### src/rtl/la_iopwrseq.sv
// IO-ring power sequencer: enables ring segments one at a time, ascending on power-up and descending on power-down.
// Latency: SETTLE+1 cycles per segment step when supply-good is already present. All outputs are registered.
// Flow control: none. pwr_req is level-sensitive. A missing stage_good stalls power-up until TIMEOUT, then FAULT.
//
// Ports:
//   clk         sequencer clock
//   nreset      asynchronous active-low reset
//   pwr_req     1 = ring requested on, 0 = ring requested off
//   stage_good  per-segment supply-good, synchronous to clk
//   ioring_en   per-segment enables onto the ioring control bits (always a thermometer mask)
//   pwr_ready   all segments enabled and good (state ON)
//   busy        sequencing in progress (UP_WAIT / DOWN_WAIT)
//   error       sequencing fault latched (state FAULT)
//   stage       index of the segment currently being sequenced
//
// Optional macro LA_IOPWRSEQ_MONITOR_EN: while ON with pwr_req=1, any stage_good bit low forces FAULT.

module la_iopwrseq #(
    parameter int RINGW   = 8,
    parameter int SETTLE  = 16,
    parameter int TIMEOUT = 1024,
    localparam int CW     = $clog2(TIMEOUT + 1),
    localparam int IW     = (RINGW > 1) ? $clog2(RINGW) : 1
) (
    input  logic             clk,
    input  logic             nreset,
    input  logic             pwr_req,
    input  logic [RINGW-1:0] stage_good,
    output logic [RINGW-1:0] ioring_en,
    output logic             pwr_ready,
    output logic             busy,
    output logic             error,
    output logic [IW-1:0]    stage
);

    typedef enum logic [2:0] {
        S_OFF       = 3'd0,
        S_UP_WAIT   = 3'd1,
        S_ON        = 3'd2,
        S_DOWN_WAIT = 3'd3,
        S_FAULT     = 3'd4
    } state_t;

    localparam logic [IW-1:0] LAST_STAGE = IW'(RINGW - 1);

    state_t           r_state;
    logic [CW-1:0]    r_cnt;
    logic [RINGW-1:0] r_en;
    logic [IW-1:0]    r_stage;
    logic             r_ready;
    logic             r_busy;
    logic             r_error;

    logic [CW-1:0]    w_cnt_inc;
    logic [IW-1:0]    w_stage_inc;
    logic [IW-1:0]    w_stage_dec;

    // Counter saturates so a stuck state can never wrap back below SETTLE.
    assign w_cnt_inc   = (r_cnt == {CW{1'b1}}) ? r_cnt : r_cnt + CW'(1);
    assign w_stage_inc = r_stage + IW'(1);
    assign w_stage_dec = r_stage - IW'(1);

    always_ff @(posedge clk or negedge nreset) begin
        if (!nreset) begin
            r_state <= S_OFF;
            r_cnt   <= '0;
            r_en    <= '0;
            r_stage <= '0;
            r_ready <= 1'b0;
            r_busy  <= 1'b0;
            r_error <= 1'b0;
        end else begin
            case (r_state)
                S_OFF: begin
                    if (pwr_req) begin
                        r_en[0] <= 1'b1;
                        r_stage <= '0;
                        r_cnt   <= '0;
                        r_busy  <= 1'b1;
                        r_state <= S_UP_WAIT;
                    end
                end

                S_UP_WAIT: begin
                    r_cnt <= w_cnt_inc;
                    if (!pwr_req) begin
                        // Abort: retract the segment in progress, then unwind from here.
                        r_en[r_stage] <= 1'b0;
                        r_cnt         <= '0;
                        r_state       <= S_DOWN_WAIT;
                    end else if (r_cnt >= CW'(SETTLE) && stage_good[r_stage]) begin
                        r_cnt <= '0;
                        if (r_stage == LAST_STAGE) begin
                            r_busy  <= 1'b0;
                            r_ready <= 1'b1;
                            r_state <= S_ON;
                        end else begin
                            r_stage           <= w_stage_inc;
                            r_en[w_stage_inc] <= 1'b1;
                        end
                    end else if (r_cnt == CW'(TIMEOUT)) begin
                        // Stage index is kept so software can see which segment failed.
                        r_en    <= '0;
                        r_busy  <= 1'b0;
                        r_error <= 1'b1;
                        r_state <= S_FAULT;
                    end
                end

                S_ON: begin
                    if (!pwr_req) begin
                        r_en[RINGW-1] <= 1'b0;
                        r_cnt         <= '0;
                        r_ready       <= 1'b0;
                        r_busy        <= 1'b1;
                        r_state       <= S_DOWN_WAIT;
                    end
`ifdef LA_IOPWRSEQ_MONITOR_EN
                    else if (!(&stage_good)) begin
                        r_en    <= '0;
                        r_stage <= '0;
                        r_ready <= 1'b0;
                        r_error <= 1'b1;
                        r_state <= S_FAULT;
                    end
`endif
                end

                S_DOWN_WAIT: begin
                    // pwr_req and stage_good are deliberately ignored until OFF.
                    r_cnt <= w_cnt_inc;
                    if (r_cnt == CW'(SETTLE)) begin
                        r_cnt <= '0;
                        if (r_stage == '0) begin
                            r_busy  <= 1'b0;
                            r_state <= S_OFF;
                        end else begin
                            r_stage           <= w_stage_dec;
                            r_en[w_stage_dec] <= 1'b0;
                        end
                    end
                end

                S_FAULT: begin
                    if (!pwr_req) begin
                        r_error <= 1'b0;
                        r_state <= S_OFF;
                    end
                end

                default: begin
                    r_en    <= '0;
                    r_cnt   <= '0;
                    r_stage <= '0;
                    r_ready <= 1'b0;
                    r_busy  <= 1'b0;
                    r_error <= 1'b0;
                    r_state <= S_OFF;
                end
            endcase
        end
    end

    assign ioring_en = r_en;
    assign pwr_ready = r_ready;
    assign busy      = r_busy;
    assign error     = r_error;
    assign stage     = r_stage;

endmodule

### config.mk
export PLATFORM = sky130hd
export DESIGN_NAME = la_iopwrseq
export DESIGN_NICKNAME = d
export VERILOG_FILES = /design/src/rtl/la_iopwrseq.sv
export SDC_FILE = /design/constraint.sdc
export NUM_CORES = 1
export LEC_CHECK = 0
export ABC_AREA = 1
export CAP_MARGIN = 5
export CORE_MARGIN = 10
export CORE_UTILIZATION = 45
export DETAILED_ROUTE_END_ITERATION = 8
export GPL_TIMING_DRIVEN = 0
export PLACE_DENSITY = 0.68
export SKIP_LAST_GASP = 1
export SLEW_MARGIN = 20
export SYNTH_ARGS = -nofsm -noshare
export SYNTH_HDL_FRONTEND = slang
export SYNTH_SLANG_ARGS = --single-unit
export TNS_END_PERCENT = 1
### constraint.sdc
create_clock -name clk -period 1.8 [get_ports clk]
set_input_delay 0.36 -clock clk [delete_from_list [all_inputs] [get_ports clk]]
set_output_delay 0.36 -clock clk [all_outputs]
set_load 0.01 [all_outputs]
-- Word level (Yosys, flattened, before mapping)
Cells that the tools add are included.
- bitwise logic cells: 11
- multiplexer cells: 59
- reduce and logical (&&, ||, !) cells: 20
- $add $sub $neg: 3
- $lt $le $gt $ge: 7
- equality and inequality tests: 25
- operator list (operator ; number):
    two-way mux 11 bit ; 6
    one-hot mux 11 bit (5 select lines) ; 1
    two-way mux 8 bit ; 6
    two-way mux 3 bit ; 15
    inequality test 2 bit (second input constant) ; 12
    == test 11 bit (second input constant) ; 2
    two-way mux 1 bit ; 19
    one-hot mux 6 bit (3 select lines) ; 1
    bitwise AND 8 bit ; 2
    NOT 8 bit ; 2
    one-hot mux 3 bit (5 select lines) ; 1
    AND reduction 5 bit ; 3
    AND reduction 7 bit ; 2
    less-than comparator 3 x 4 -> 1 bit (second input constant) ; 3
    inequality test 4 bit (second input constant) ; 3
    one-hot mux 3 bit (4 select lines) ; 1
    AND reduction 6 bit ; 2
    adder 11 x 1 -> 11 bit (second input constant) ; 1
    == test 11 x 5 -> 1 bit (second input constant) ; 1
    >= comparator 11 x 5 -> 1 bit (second input constant) ; 1
    demux 1 bit (select 3 bit) ; 3
    >= comparator 3 x 1 -> 1 bit (second input constant) ; 3
    OR reduction 3 bit ; 3
    bitwise OR 8 bit ; 1
    other kinds (16) ; 31
- register bits: 28

-- Logic depth before layout (Yosys ltp)
- word-level depth: 10
- depth in mapped cells: 13

-- Least setup slack after synthesis
No wires, ideal clock.
- path type: register to register
- start: register r_stage[0], in the netlist stage[0]
- end: register r_en[1], in the netlist ioring_en[1]
- stages on the path, launching flop included: 14
- buffers on the path: 2
- setup time: 0.065 ns
- arrival time: 1.965 ns
- required time: 1.735 ns
- setup slack: -0.230 ns
- cell sequence: dfrtp_1 buf_4 inv_4 clkbuf_1 ha_1 inv_1 nand2_1 o21bai_1 nand3_1 nand2_1 nand3_1 nand2_1 nand2_1 nand2_1
- longest elaborated chain between the ends: 10
- elaborated cells between the ends (all ways): 37
- classes of those cells: add/sub (2); order compare (6); eq/ne (4); mux (14); bitwise (5); reduce/logical (6)
- RTL lines (what ; RTL line ; source):
    start, declared ; 49 ; logic [IW-1:0] r_stage;
    start signal, assigned ; 98 ; r_stage <= w_stage_inc;
    start signal, assigned ; 138 ; r_stage <= w_stage_dec;
    adder 3 x 1 -> 3 bit / subtractor 3 x 1 -> 3 bit (equally long branches) ; 60, 61 ;
    less-than comparator 3 x 4 -> 1 bit (not written as such), or another cell as far along ; 99 ; r_en[w_stage_inc] <= 1'b1;
    logical AND 1 bit, on equally long branches ; 99, 139 ;
    two-way mux 1 bit, on equally long branches ; 99, 139 ;
    demux 1 bit (select 3 bit), on equally long branches ; 99, 139 ;
    bitwise OR 8 bit (no line) / NOT 8 bit (equally long branches) ; - ;
    two-way mux 8 bit / bitwise AND 8 bit (equally long branches) ; - ;
    two-way mux 8 bit, on equally long branches ; 91, 134 ;
    two-way mux 8 bit, on equally long branches ; 86, 132 ;
    one-hot mux 6 bit (3 select lines) ; 73 ; case (r_state)
    end signal, assigned by index ; 88 ; r_en[r_stage] <= 1'b0;
    end signal, assigned by index ; 99 ;
    end signal, assigned ; 103 ; r_en <= '0;
    end, declared ; 48 ; logic [RINGW-1:0] r_en;
Several ways; a longest one is shown, not always the timed one. The select of a mux whose other input is x is not followed.
A chain may end at the register's enable or synchronous reset.

-- Worst setup path after layout
- start: register r_stage[0], in the netlist stage[0]
- end: register r_en[2], in the netlist ioring_en[2]
The elaborated chain is that of the path after synthesis.

==> results_dict.tcl <==
set metrics [dict create \
    portBuffers 23 \
    dpl_worst_slack_ps -371 \
    cts_max_level 1 \
    synth_area_mm2 0.00232 \
    synthTopCellsByCount "nand2_1, nand3_1, inv_1, dfrtp_1, nor2_1" \
    power_density_mw_per_mm2 413 \
    holdCritPathClass "primary input to asynchronous set/reset pin" \
    grt_pass1_vias 2452 \
    cts_tree "yes" \
    cap_violations 0 \
    synth_edf_count 0 \
    synth_fp_nets 368 \
    synth_cells 351 \
    dr.pass1.iters 4 \
    max_slew.worst_pin.slew_ps 635 \
    drc 0 \
    startpoint_type "register" \
    p_leak_nw 1.46 \
    syn_to_final_growth_pct 26.2 \
    overflow 0 \
    worstSetupPathType "register to register" \
    p_switching_mw 0.249 \
    final_hold_viol_count 0 \
    yosysMostFrequentCell "nand2_1" \
    syn_avg_cell_area_um2 6.60 \
    synth.area.top_cells "dfrtp_1, nand2_1, nand3_1, inv_1, nor2_1" \
    cts_hold_buf 0 \
    post_drt_wl_per_cell_um 13.9 \
    diodes 0 \
    skew_ps 5.82 \
    synth_flop_cell "dfrtp_1" \
    hpwlAfterDp_um 4730 \
    peakVddDrop_mv 0.297 \
    r2r_slack_ps -30 \
    max-slew-margin-rel_pct 57.7 \
    fin_crit_sh_pct 102 \
    power.share.combinational_pct 6.1 \
    grt_antenna_before_repair 0 \
    viasPerCell 5.29 \
    tns_ps -79.7 \
    core_mm2 0.00504 \
    synth_top_cell_by_area "dfrtp_1" \
    ys_seq_elements 28 \
    worstSetupEndpointType "register" \
    status "complete, but fails checks" \
    final-max-slew-violation-count 0 \
    arrival_ps 2000 \
    fmax_mhz 546 \
    via_count 2433 \
    gr-usage-all-layers_pct 15.7 \
    grt_setup_unrepaired "yes" \
    chipHeight_um 91.7 \
    fin_crit_ps 1830 \
    clk_latency_ps 280 \
    cp.required_ps 1970 \
    clockPowerShare_pct 41.6 \
    cts-buffers-inserted 3 \
    clockRootBuffer "clkbuf_8" \
    finalSetupViolCount 6 \
    routabilityCongestion 0.970 \
    drive_gt1_share_pct 17.2 \
    drtAntennaViolNets 0 \
    grt_start_max_net_pins 29 \
    failed_checks "setup timing" \
    dieArea_mm2 0.00842 \
    dieWidth_um 91.7 \
    clock-sinks 28 \
    p_seq_share_pct 52.2 \
    setup_slack_ps -30.8 \
    synth.distinct_cells 34 \
    totalWireLength_um 6380 \
    cp_max_fo 6 \
    p_int_mw 0.957 \
    clk_pin_slew_worst_paths_ps 100 \
    reg2reg_depth 10 \
    synthArstFlopShare_pct 100 \
    clock_path_buffers 2 \
    yosysWarnings 0 \
    ys_seq_area_share_pct 30.3 \
    drtIter0Drc 111 \
    r2r_end "ioring_en[2]" \
    rr_startpoint "stage[0]" \
    post-route-util_pct 58.0 \
    layout.nets 408 \
    fin_hold_ws_ps 87.6 \
    yosysTopAreaCellShare_pct 30.3 \
    initial_core_util_pct 45.9 \
    fp-row-count 26 \
    p_sw_share_pct 20.6 \
    io_pins 25 \
    grt_first_pass_wirelength_um 11300 \
]
sequential cells by signal, indices dropped and copies added (netlist names):
register,count
error,1
busy,1
r_state,3
r_cnt,11
ioring_en,8
pwr_ready,1
stage,3
worst max path at each step:
stage / from / endpoint / slack, ps / cells after the start
after floorplan: stage[0] / ioring_en[1] / -40 / 10
after global placement: stage[0] / stage[0] / -380 / 9
after detailed placement: stage[0] / stage[0] / -370 / 9
after CTS: stage[0] / stage[1] / -30 / 10
after global routing: stage[0] / ioring_en[2] / -150 / 10
final: stage[0] / ioring_en[2] / -30 / 10
stage by stage:
step | power [mW] | instances | instance area [um^2]
after floorplan | 0.676 | 351 | 2340
after global placement | 0.718 | 444 | 2660
after detailed placement | 0.717 | 444 | 2650
after CTS | 1.22 | 460 | 2890
after global routing | 1.26 | 460 | 2920
final | 1.21 | 460 | 2920
power by group through the flow:
stage	registers [mW]	logic [mW]	clock network, mW
2_1_floorplan	0.643	0.0323	0
3_3_place_gp	0.643	0.0754	0
3_5_place_dp	0.643	0.0743	0
4_1_cts	0.630	0.0757	0.518
5_1_grt	0.631	0.0836	0.543
6_report	0.630	0.0737	0.502
worst max-delay path, cell delays in order (launching register included):
cell       delay (ps)
dfrtp_1           370
buf_6             130
inv_8              40
clkbuf_16         130
ha_4              150
nand2_4            60
nand4_1           220
a21oi_4           290
nand4_4           170
nand2_1           100
nand2_1            50
logic make-up after synthesis:
kind of cell,share of synthesized area [%]
and+or+nand+nor,43.5
AOI/OAI and AO/OA,12.4
buffers and inverters,8.27
DFF,30.3
xor gates and xnor gates,2.27
adders and majority gates,3.24
cell usage in the layout (no fill, tap or decap), drive strengths merged:
cell type and instances:
nand4 11, o211ai 1, o21ai 26, nand2 121, a22oi 1, nand3 45
buf 20, clkdlybuf4s50 22, xor2 6, a21oi 9, o21bai 7, o311ai 3
clkbuf 5, nor3 6, bufinv 1, ha 6, inv 36, nor2 33
a211oi 1, clkinv 1, nor4 1, dfrtp 28
per-layer routing:
layer / global-route usage, % / share of wire (%) / vias to the layer above / wire length (um)
li1: - / - / 1230 / -
met1: 19.4 / 48 / 1135 / 3040
met2: 27.0 / 47 / 60 / 3000
met3: 2.77 / 4.0 / 8 / 254
met4: 5.27 / 1.4 / 0 / 89
met5: 0 / 0 / - / 0
area by class of cell:
type,instances,area (um^2)
fill,511,2120
multi-input combinational,277,1520
sequential,28,703
timing repair buffer,35,319
inverter,37,149
tap,70,87.6
buffer,9,75.1
clock buffer,3,41.3
clock inverter,1,30.0
repair_timing:
action	CTS	global route
setup buffers	12	0
setup endpoints to repair	19	21
pin swaps	9	4
hold endpoints to repair	0	0
resized for setup	24	7
Note: power is estimated with default switching activity, not from simulation.
